==> config.mk <==
export PLATFORM = sky130hd
export DESIGN_NAME = ip_frame_sequencer_flat
export DESIGN_NICKNAME = d
export VERILOG_FILES = /design/src/rtl/ip_frame_sequencer_pkg.sv /design/src/rtl/ip_frame_sequencer_if.sv /design/src/rtl/ip_frame_sequencer.sv /design/src/flat_wrapper.sv
export SDC_FILE = /design/constraint.sdc
export NUM_CORES = 1
export LEC_CHECK = 0
export ABC_AREA = 0
export ABC_CLOCK_PERIOD_IN_PS = 2400
export CORE_ASPECT_RATIO = 0.7
export CORE_UTILIZATION = 35
export DETAILED_ROUTE_END_ITERATION = 8
export PLACE_DENSITY = 0.74
export SYNTH_ARGS = -nofsm -noshare
export SYNTH_HDL_FRONTEND = slang
export SYNTH_SLANG_ARGS = --single-unit
==> constraint.sdc <==
create_clock -name clk -period 2.4 [get_ports clk]
set_clock_uncertainty 0.05 [all_clocks]
set_input_delay 0.48 -clock clk [delete_from_list [all_inputs] [get_ports clk]]
set_output_delay 0.48 -clock clk [all_outputs]
set_load 0.02 [all_outputs]
==> src/rtl/ip_frame_sequencer_pkg.sv <==
// IPv4 frame sequencer shared types and constants.
// Header beat numbering and IPv4 field values live here.
package ip_frame_sequencer_pkg;

  typedef enum logic [2:0] {
    IDLE,
    HDR,
    CHECK,
    PAYLOAD,
    DROP
  } state_t;

  localparam logic [3:0] IPV4_VERSION = 4'd4;
  localparam logic [3:0] IPV4_MIN_IHL = 4'd5;

  localparam logic [7:0] HDR_LAST_BEAT = 8'd4;
  localparam logic [7:0] PAYLOAD_FIRST_BEAT = 8'd5;
  localparam logic [7:0] BEAT_CNT_MAX = 8'd255;

  function automatic logic hdr_pass(
    input logic [3:0] ver,
    input logic [3:0] ihl,
    input logic [7:0] proto,
    input logic [7:0] want
  );
    return (ver == IPV4_VERSION) &&
           (ihl == IPV4_MIN_IHL) &&
           (proto == want);
  endfunction

endpackage

==> src/rtl/ip_frame_sequencer_if.sv <==
// Bus bundle between MAC, header decoder, sequencer and parser.
// master = environment side, slave = sequencer side.
interface ip_frame_sequencer_if;

  logic [63:0] inData;
  logic        inValid;
  logic        inLast;
  logic        inReady;
  logic [2:0]  beatSel;
  logic [3:0]  hdrVersion;
  logic [3:0]  hdrLength;
  logic [7:0]  hdrProtocol;
  logic [63:0] outData;
  logic        outValid;
  logic        outLast;
  logic        outReady;
  logic [15:0] frameCount;
  logic [15:0] dropCount;
  logic [15:0] runtCount;

  modport master (
    output inData, inValid, inLast,
    output hdrVersion, hdrLength, hdrProtocol,
    output outReady,
    input  inReady, beatSel,
    input  outData, outValid, outLast,
    input  frameCount, dropCount, runtCount
  );

  modport slave (
    input  inData, inValid, inLast,
    input  hdrVersion, hdrLength, hdrProtocol,
    input  outReady,
    output inReady, beatSel,
    output outData, outValid, outLast,
    output frameCount, dropCount, runtCount
  );

endinterface

==> src/rtl/ip_frame_sequencer.sv <==
// Walks MAC beats through IPv4 header, checks it once,
// then passes payload through or drops the frame.
module ip_frame_sequencer
  import ip_frame_sequencer_pkg::*;
#(
  parameter int MAX_BEATS = 8,
  parameter int IP_PROTO  = 17
) (
  input  logic clk,
  input  logic rstN,
  ip_frame_sequencer_if.slave bus
);

  localparam logic [7:0] SEL_MAX = 8'(MAX_BEATS - 1);
  localparam logic [7:0] PROTO   = 8'(IP_PROTO);

  state_t      state;
  state_t      state_nx;
  logic [7:0]  cnt;
  logic [7:0]  cnt_nx;
  logic [7:0]  cnt_inc;
  logic [7:0]  sel_sat;
  logic        armed;
  logic        ready;
  logic        xfer;
  logic        hdr_ok;
  logic        pay_beat;
  logic        inc_frame;
  logic        inc_drop;
  logic        inc_runt;
  logic [15:0] frame_cnt;
  logic [15:0] drop_cnt;
  logic [15:0] runt_cnt;

  assign hdr_ok = hdr_pass(bus.hdrVersion,
                           bus.hdrLength,
                           bus.hdrProtocol,
                           PROTO);

  // Ready per state; held low until first edge after reset.
  always_comb begin
    ready = 1'b0;
    unique case (state)
      IDLE:    ready = 1'b1;
      HDR:     ready = 1'b1;
      CHECK:   ready = 1'b0;
      PAYLOAD: ready = bus.outReady;
      DROP:    ready = 1'b1;
      default: ready = 1'b0;
    endcase
  end

  assign bus.inReady = armed & ready;
  assign xfer = bus.inValid & bus.inReady;

  assign cnt_inc = (cnt == BEAT_CNT_MAX) ? cnt : cnt + 8'd1;
  assign sel_sat = (cnt > SEL_MAX) ? SEL_MAX : cnt;
  assign bus.beatSel = xfer ? 3'(sel_sat) : 3'd0;

  assign pay_beat     = (state == PAYLOAD) & bus.inValid;
  assign bus.outValid = pay_beat;
  assign bus.outLast  = pay_beat & bus.inLast;
  assign bus.outData  = pay_beat ? bus.inData : 64'd0;

  // Next state, beat counter and counter increment strobes.
  always_comb begin
    state_nx  = state;
    cnt_nx    = cnt;
    inc_frame = 1'b0;
    inc_drop  = 1'b0;
    inc_runt  = 1'b0;
    unique case (state)
      IDLE: begin
        if (xfer) begin
          if (bus.inLast) begin
            inc_runt = 1'b1;
            cnt_nx   = 8'd0;
          end else begin
            state_nx = HDR;
            cnt_nx   = 8'd1;
          end
        end
      end
      HDR: begin
        if (xfer) begin
          if (bus.inLast) begin
            state_nx = IDLE;
            cnt_nx   = 8'd0;
            if (cnt < HDR_LAST_BEAT) begin
              inc_runt = 1'b1;
            end else if (hdr_ok) begin
              inc_frame = 1'b1;
            end else begin
              inc_drop = 1'b1;
            end
          end else if (cnt == HDR_LAST_BEAT) begin
            state_nx = CHECK;
            cnt_nx   = PAYLOAD_FIRST_BEAT;
          end else begin
            cnt_nx = cnt_inc;
          end
        end
      end
      CHECK: begin
        if (hdr_ok) begin
          state_nx  = PAYLOAD;
          inc_frame = 1'b1;
        end else begin
          state_nx = DROP;
          inc_drop = 1'b1;
        end
      end
      PAYLOAD, DROP: begin
        if (xfer) begin
          if (bus.inLast) begin
            state_nx = IDLE;
            cnt_nx   = 8'd0;
          end else begin
            cnt_nx = cnt_inc;
          end
        end
      end
      default: begin
        state_nx = IDLE;
        cnt_nx   = 8'd0;
      end
    endcase
  end

  // State register and beat counter.
  always_ff @(posedge clk or negedge rstN) begin
    if (!rstN) begin
      state <= IDLE;
      cnt   <= 8'd0;
    end else begin
      state <= state_nx;
      cnt   <= cnt_nx;
    end
  end

  // Ready gate opens on the first edge after reset release.
  always_ff @(posedge clk or negedge rstN) begin
    if (!rstN) begin
      armed <= 1'b0;
    end else begin
      armed <= 1'b1;
    end
  end

  // Frame statistics, wrapping at 16 bits.
  always_ff @(posedge clk or negedge rstN) begin
    if (!rstN) begin
      frame_cnt <= 16'd0;
      drop_cnt  <= 16'd0;
      runt_cnt  <= 16'd0;
    end else begin
      if (inc_frame) frame_cnt <= frame_cnt + 16'd1;
      if (inc_drop)  drop_cnt  <= drop_cnt + 16'd1;
      if (inc_runt)  runt_cnt  <= runt_cnt + 16'd1;
    end
  end

  assign bus.frameCount = frame_cnt;
  assign bus.dropCount  = drop_cnt;
  assign bus.runtCount  = runt_cnt;

endmodule

==> src/flat_wrapper.sv <==
// flat-port wrapper written by rule: the top's interface ports become plain ports
module ip_frame_sequencer_flat import ip_frame_sequencer_pkg::*;
#(
  parameter int MAX_BEATS = 8,
  parameter int IP_PROTO  = 17
)
  (clk, rstN, bus_inData, bus_inValid, bus_inLast, bus_hdrVersion, bus_hdrLength, bus_hdrProtocol, bus_outReady, bus_inReady, bus_beatSel, bus_outData, bus_outValid, bus_outLast, bus_frameCount, bus_dropCount, bus_runtCount);
  ip_frame_sequencer_if bus_i ();
  input  logic clk;
  input  logic rstN;
  input wire logic [$bits(bus_i.inData)-1:0] bus_inData;
  input wire logic [$bits(bus_i.inValid)-1:0] bus_inValid;
  input wire logic [$bits(bus_i.inLast)-1:0] bus_inLast;
  input wire logic [$bits(bus_i.hdrVersion)-1:0] bus_hdrVersion;
  input wire logic [$bits(bus_i.hdrLength)-1:0] bus_hdrLength;
  input wire logic [$bits(bus_i.hdrProtocol)-1:0] bus_hdrProtocol;
  input wire logic [$bits(bus_i.outReady)-1:0] bus_outReady;
  output wire logic [$bits(bus_i.inReady)-1:0] bus_inReady;
  output wire logic [$bits(bus_i.beatSel)-1:0] bus_beatSel;
  output wire logic [$bits(bus_i.outData)-1:0] bus_outData;
  output wire logic [$bits(bus_i.outValid)-1:0] bus_outValid;
  output wire logic [$bits(bus_i.outLast)-1:0] bus_outLast;
  output wire logic [$bits(bus_i.frameCount)-1:0] bus_frameCount;
  output wire logic [$bits(bus_i.dropCount)-1:0] bus_dropCount;
  output wire logic [$bits(bus_i.runtCount)-1:0] bus_runtCount;
  assign bus_i.inData = bus_inData;
  assign bus_i.inValid = bus_inValid;
  assign bus_i.inLast = bus_inLast;
  assign bus_i.hdrVersion = bus_hdrVersion;
  assign bus_i.hdrLength = bus_hdrLength;
  assign bus_i.hdrProtocol = bus_hdrProtocol;
  assign bus_i.outReady = bus_outReady;
  assign bus_inReady = bus_i.inReady;
  assign bus_beatSel = bus_i.beatSel;
  assign bus_outData = bus_i.outData;
  assign bus_outValid = bus_i.outValid;
  assign bus_outLast = bus_i.outLast;
  assign bus_frameCount = bus_i.frameCount;
  assign bus_dropCount = bus_i.dropCount;
  assign bus_runtCount = bus_i.runtCount;
  ip_frame_sequencer #(.MAX_BEATS(MAX_BEATS), .IP_PROTO(IP_PROTO)) u_core (.clk(clk), .rstN(rstN), .bus(bus_i));
endmodule
==> impl_metrics.json <==
{
  "status": "complete, no violations",
  "clk_pin_slew_ns": 0.05,
  "worst_path_max_delay_cell": "dfrtp_1",
  "async_flop_share_pct": 100,
  "ff_latch_area_um2": 1500,
  "avgRoutedWirePerCell_um": 16.2,
  "powerDensity_nw_per_um2": 663,
  "end_kind": "output pin",
  "rsz0062_at_grt": "no",
  "synth_top_area_share_pct": 41.9,
  "yosys_warnings": 0,
  "yosys-top-cells-area": "dfrtp_1 42%, and2_1 11%, xnor2_1 7.6%",
  "avgSynthCellArea_um2": 9.67,
  "drc": 0,
  "yosysUniqueCellTypes": 58,
  "r2r-start": "u_core.cnt[0]",
  "critical_path_arrival_ns": 1.81,
  "start_util_pct": 36.5,
  "p_total_w": 0.00406,
  "antenna_found_initial": 1,
  "numCtsBuffers": 9,
  "peakVddDrop_v": 0.000687,
  "hpwlAfterDp_mm": 8.74,
  "cpPeakStageDelay_ns": 0.39,
  "worstPathRequired_ns": 1.87,
  "leakagePower_nw": 2.62,
  "cap_violations": 0,
  "cp_num_cells": 5,
  "dr_total_vias": 3505,
  "rr_worst_depth": 7,
  "timing.fmax_ghz": 0.427,
  "setup_violations": 0,
  "rrSetupSlack_ns": 0.28,
  "path_cells": "and2b_2, and3_4, bufbuf_16, and2_1, clkdlybuf4s15_2",
  "crit_buf_inv": 2,
  "ys_ff_latch": 60,
  "grt_pass1_wl_mm": 18.2,
  "finalNonFillerCells": 727,
  "yosysSeqAreaShare_pct": 41.9,
  "ant_nets": 0,
  "mappedNetlistArea_um2": 3590,
  "cts_root_buf": "clkbuf_16",
  "cp_max_fo": 25,
  "clock-sinks": 60,
  "grt_overflow": 0,
  "ios": 203,
  "min_period_ns": 2.34,
  "dieArea_um2": 10700,
  "cts_hold_buf": 0,
  "synth_common_cells": "65 x and2_1, 60 x dfrtp_1, 31 x xnor2_1",
  "cts_htree_levels": 3,
  "r2r-end": "u_core.state[0]",
  "hp-class": "input port to asynchronous set/reset pin",
  "synth-main-ff-cell": "dfrtp_1",
  "grt_util_all_layers_pct": 22.6,
  "io_buffers": 202,
  "grt_max_degree": 61,
  "synth_most_common_cell": "and2_1",
  "grt_pass1_vias": 3386,
  "fin_crit_sh_pct": 97.5,
  "dr.first_iter.drc_count": 282,
  "gp_congestion": 0.850,
  "multi_input_area_um2": 1970,
  "die_w_um": 123,
  "area_growth_syn_to_layout_pct": 70.6,
  "synth_edf_count": 0,
  "startpoint_type": "flip-flop",
  "syn-num-nets": 461,
  "vias_per_cell": 4.82,
  "die_h_um": 86.7,
  "drt_first_pass_iters": 5,
  "cts_tree": "done",
  "synth_top_area_cell": "dfrtp_1",
  "critPathTopFamily": "simple AND/OR/NAND/NOR gates",
  "row_count": 30,
  "clockBufferDepth": 2,
  "fill_cells": 835,
  "critPathKind": "flip-flop to output pin",
  "num-nets-final": 683,
  "wirelength_mm": 11.7,
  "dp_cells": 705,
  "coreArea_um2": 9830,
  "hold_viol": 0,
  "clock_latency_ns": 0.33,
  "synthCells": 371,
  "drive_gt1_share_pct": 17.6,
  "maxSlewViolCount": 0
}
layout by cell type (no fill, tap or decap), types with 6 or more instances in the layout:
cell type / Yosys / final
clkdlybuf4s50_1: 0 / 130
dfrtp_1: 60 / 60
clkdlybuf4s15_1: 0 / 25
clkbuf_16: 0 / 9
xnor2_1: 31 / 31
nor2_1: 11 / 11
and2_1: 65 / 65
nand4_1: 15 / 15
clkdlybuf4s15_2: 0 / 21
nand3_1: 18 / 18
and3_1: 15 / 14
nor3_1: 6 / 6
nand2_1: 30 / 30
o21ai_0: 6 / 6
buf_4: 2 / 24
a21oi_1: 17 / 17
xor2_1: 14 / 14
buf_2: 1 / 21
per-stage QoR:
stage | instance area, um^2 | hold WS (ns) | worst slack, ns | setup TNS (ns) | utilization (%)
6_report | 6120 | 0.100 | 0.0606 | 0 | 62.2
5_1_grt | 6120 | 0.130 | 0.00594 | 0 | 62.2
4_1_cts | 6220 | 0.112 | 0.000323 | 0 | 63.2
3_5_place_dp | 5840 | 0.430 | -0.376 | -23.82 | 59.4
3_3_place_gp | 5840 | 0.411 | -0.365 | -22.82 | 59.4
2_1_floorplan | 3590 | 0.134 | 0.414 | 0 | -
how the worst max path moves through the flow:
stage / from / endpoint / slack, ns
after detailed placement: bus_inValid / bus_outData[45] / -0.38
after global placement: bus_inValid / bus_beatSel[0] / -0.37
after floorplan: u_core.state[2] / bus_outData[14] / 0.41
after global routing: u_core.state[2] / bus_outData[17] / 0.006
final: u_core.state[1] / bus_outData[52] / 0.06
after CTS: u_core.state[1] / bus_outData[56] / 0.0003
power by group:
group | total, W | internal [W] | switching, W
sequential | 0.00125 | 0.00112 | 0.000129
combinational | 0.00153 | 0.000742 | 0.000791
clock | 0.00127 | 0.000829 | 0.000444
flip-flops by register name, summed over array words and instances (netlist names):
register               cells
u_core.bus.frameCount     16
u_core.state               3
u_core.cnt                 8
u_core.bus.dropCount      16
u_core.bus.runtCount      16
u_core.armed               1
area by class of cell:
type                       instances  share of cell area (%)
antenna                            1                  0.0409
clock inverter                     4                   0.797
sequential                        60                    24.5
clock buffer                      12                    4.03
multi-input combinational        290                    32.3
tap                              128                    2.62
timing repair buffer             227                    35.4
inverter                           5                   0.307
metal layers:
| layer | vias to the layer above | share of wire (%) | track usage (%) |
|---|---|---|---|
| met3 | 9 | 4.4 | 5.39 |
| li1 | 1744 | - | - |
| met2 | 106 | 48 | 35.8 |
| met4 | 0 | 1.5 | 6.79 |
| met1 | 1646 | 46 | 30.7 |
| met5 | - | 0 | 0 |
kinds of logic after synthesis:
kind of cell / count (synthesis) / share of synthesized area, %
AO/OA/AOI/OAI: 46 / 9.00
adder cells (fa/ha/maj): 5 / 1.74
buffers and inverters: 21 / 3.24
AND/OR/NAND/NOR: 190 / 32.1
multiplexers: 3 / 1.01
flip-flops: 60 / 41.9
other: 1 / 0.105
XOR/XNOR: 45 / 11.0
timing repair:
item                       in CTS  in global routing
resized for setup             182                 20
hold endpoints to repair        0                  0
setup endpoints to repair      68                 27
pin swaps                       0                  1
gates cloned                    1                  0
setup buffers                   1                  3
No activity file was read; power rests on OpenSTA's default activity.
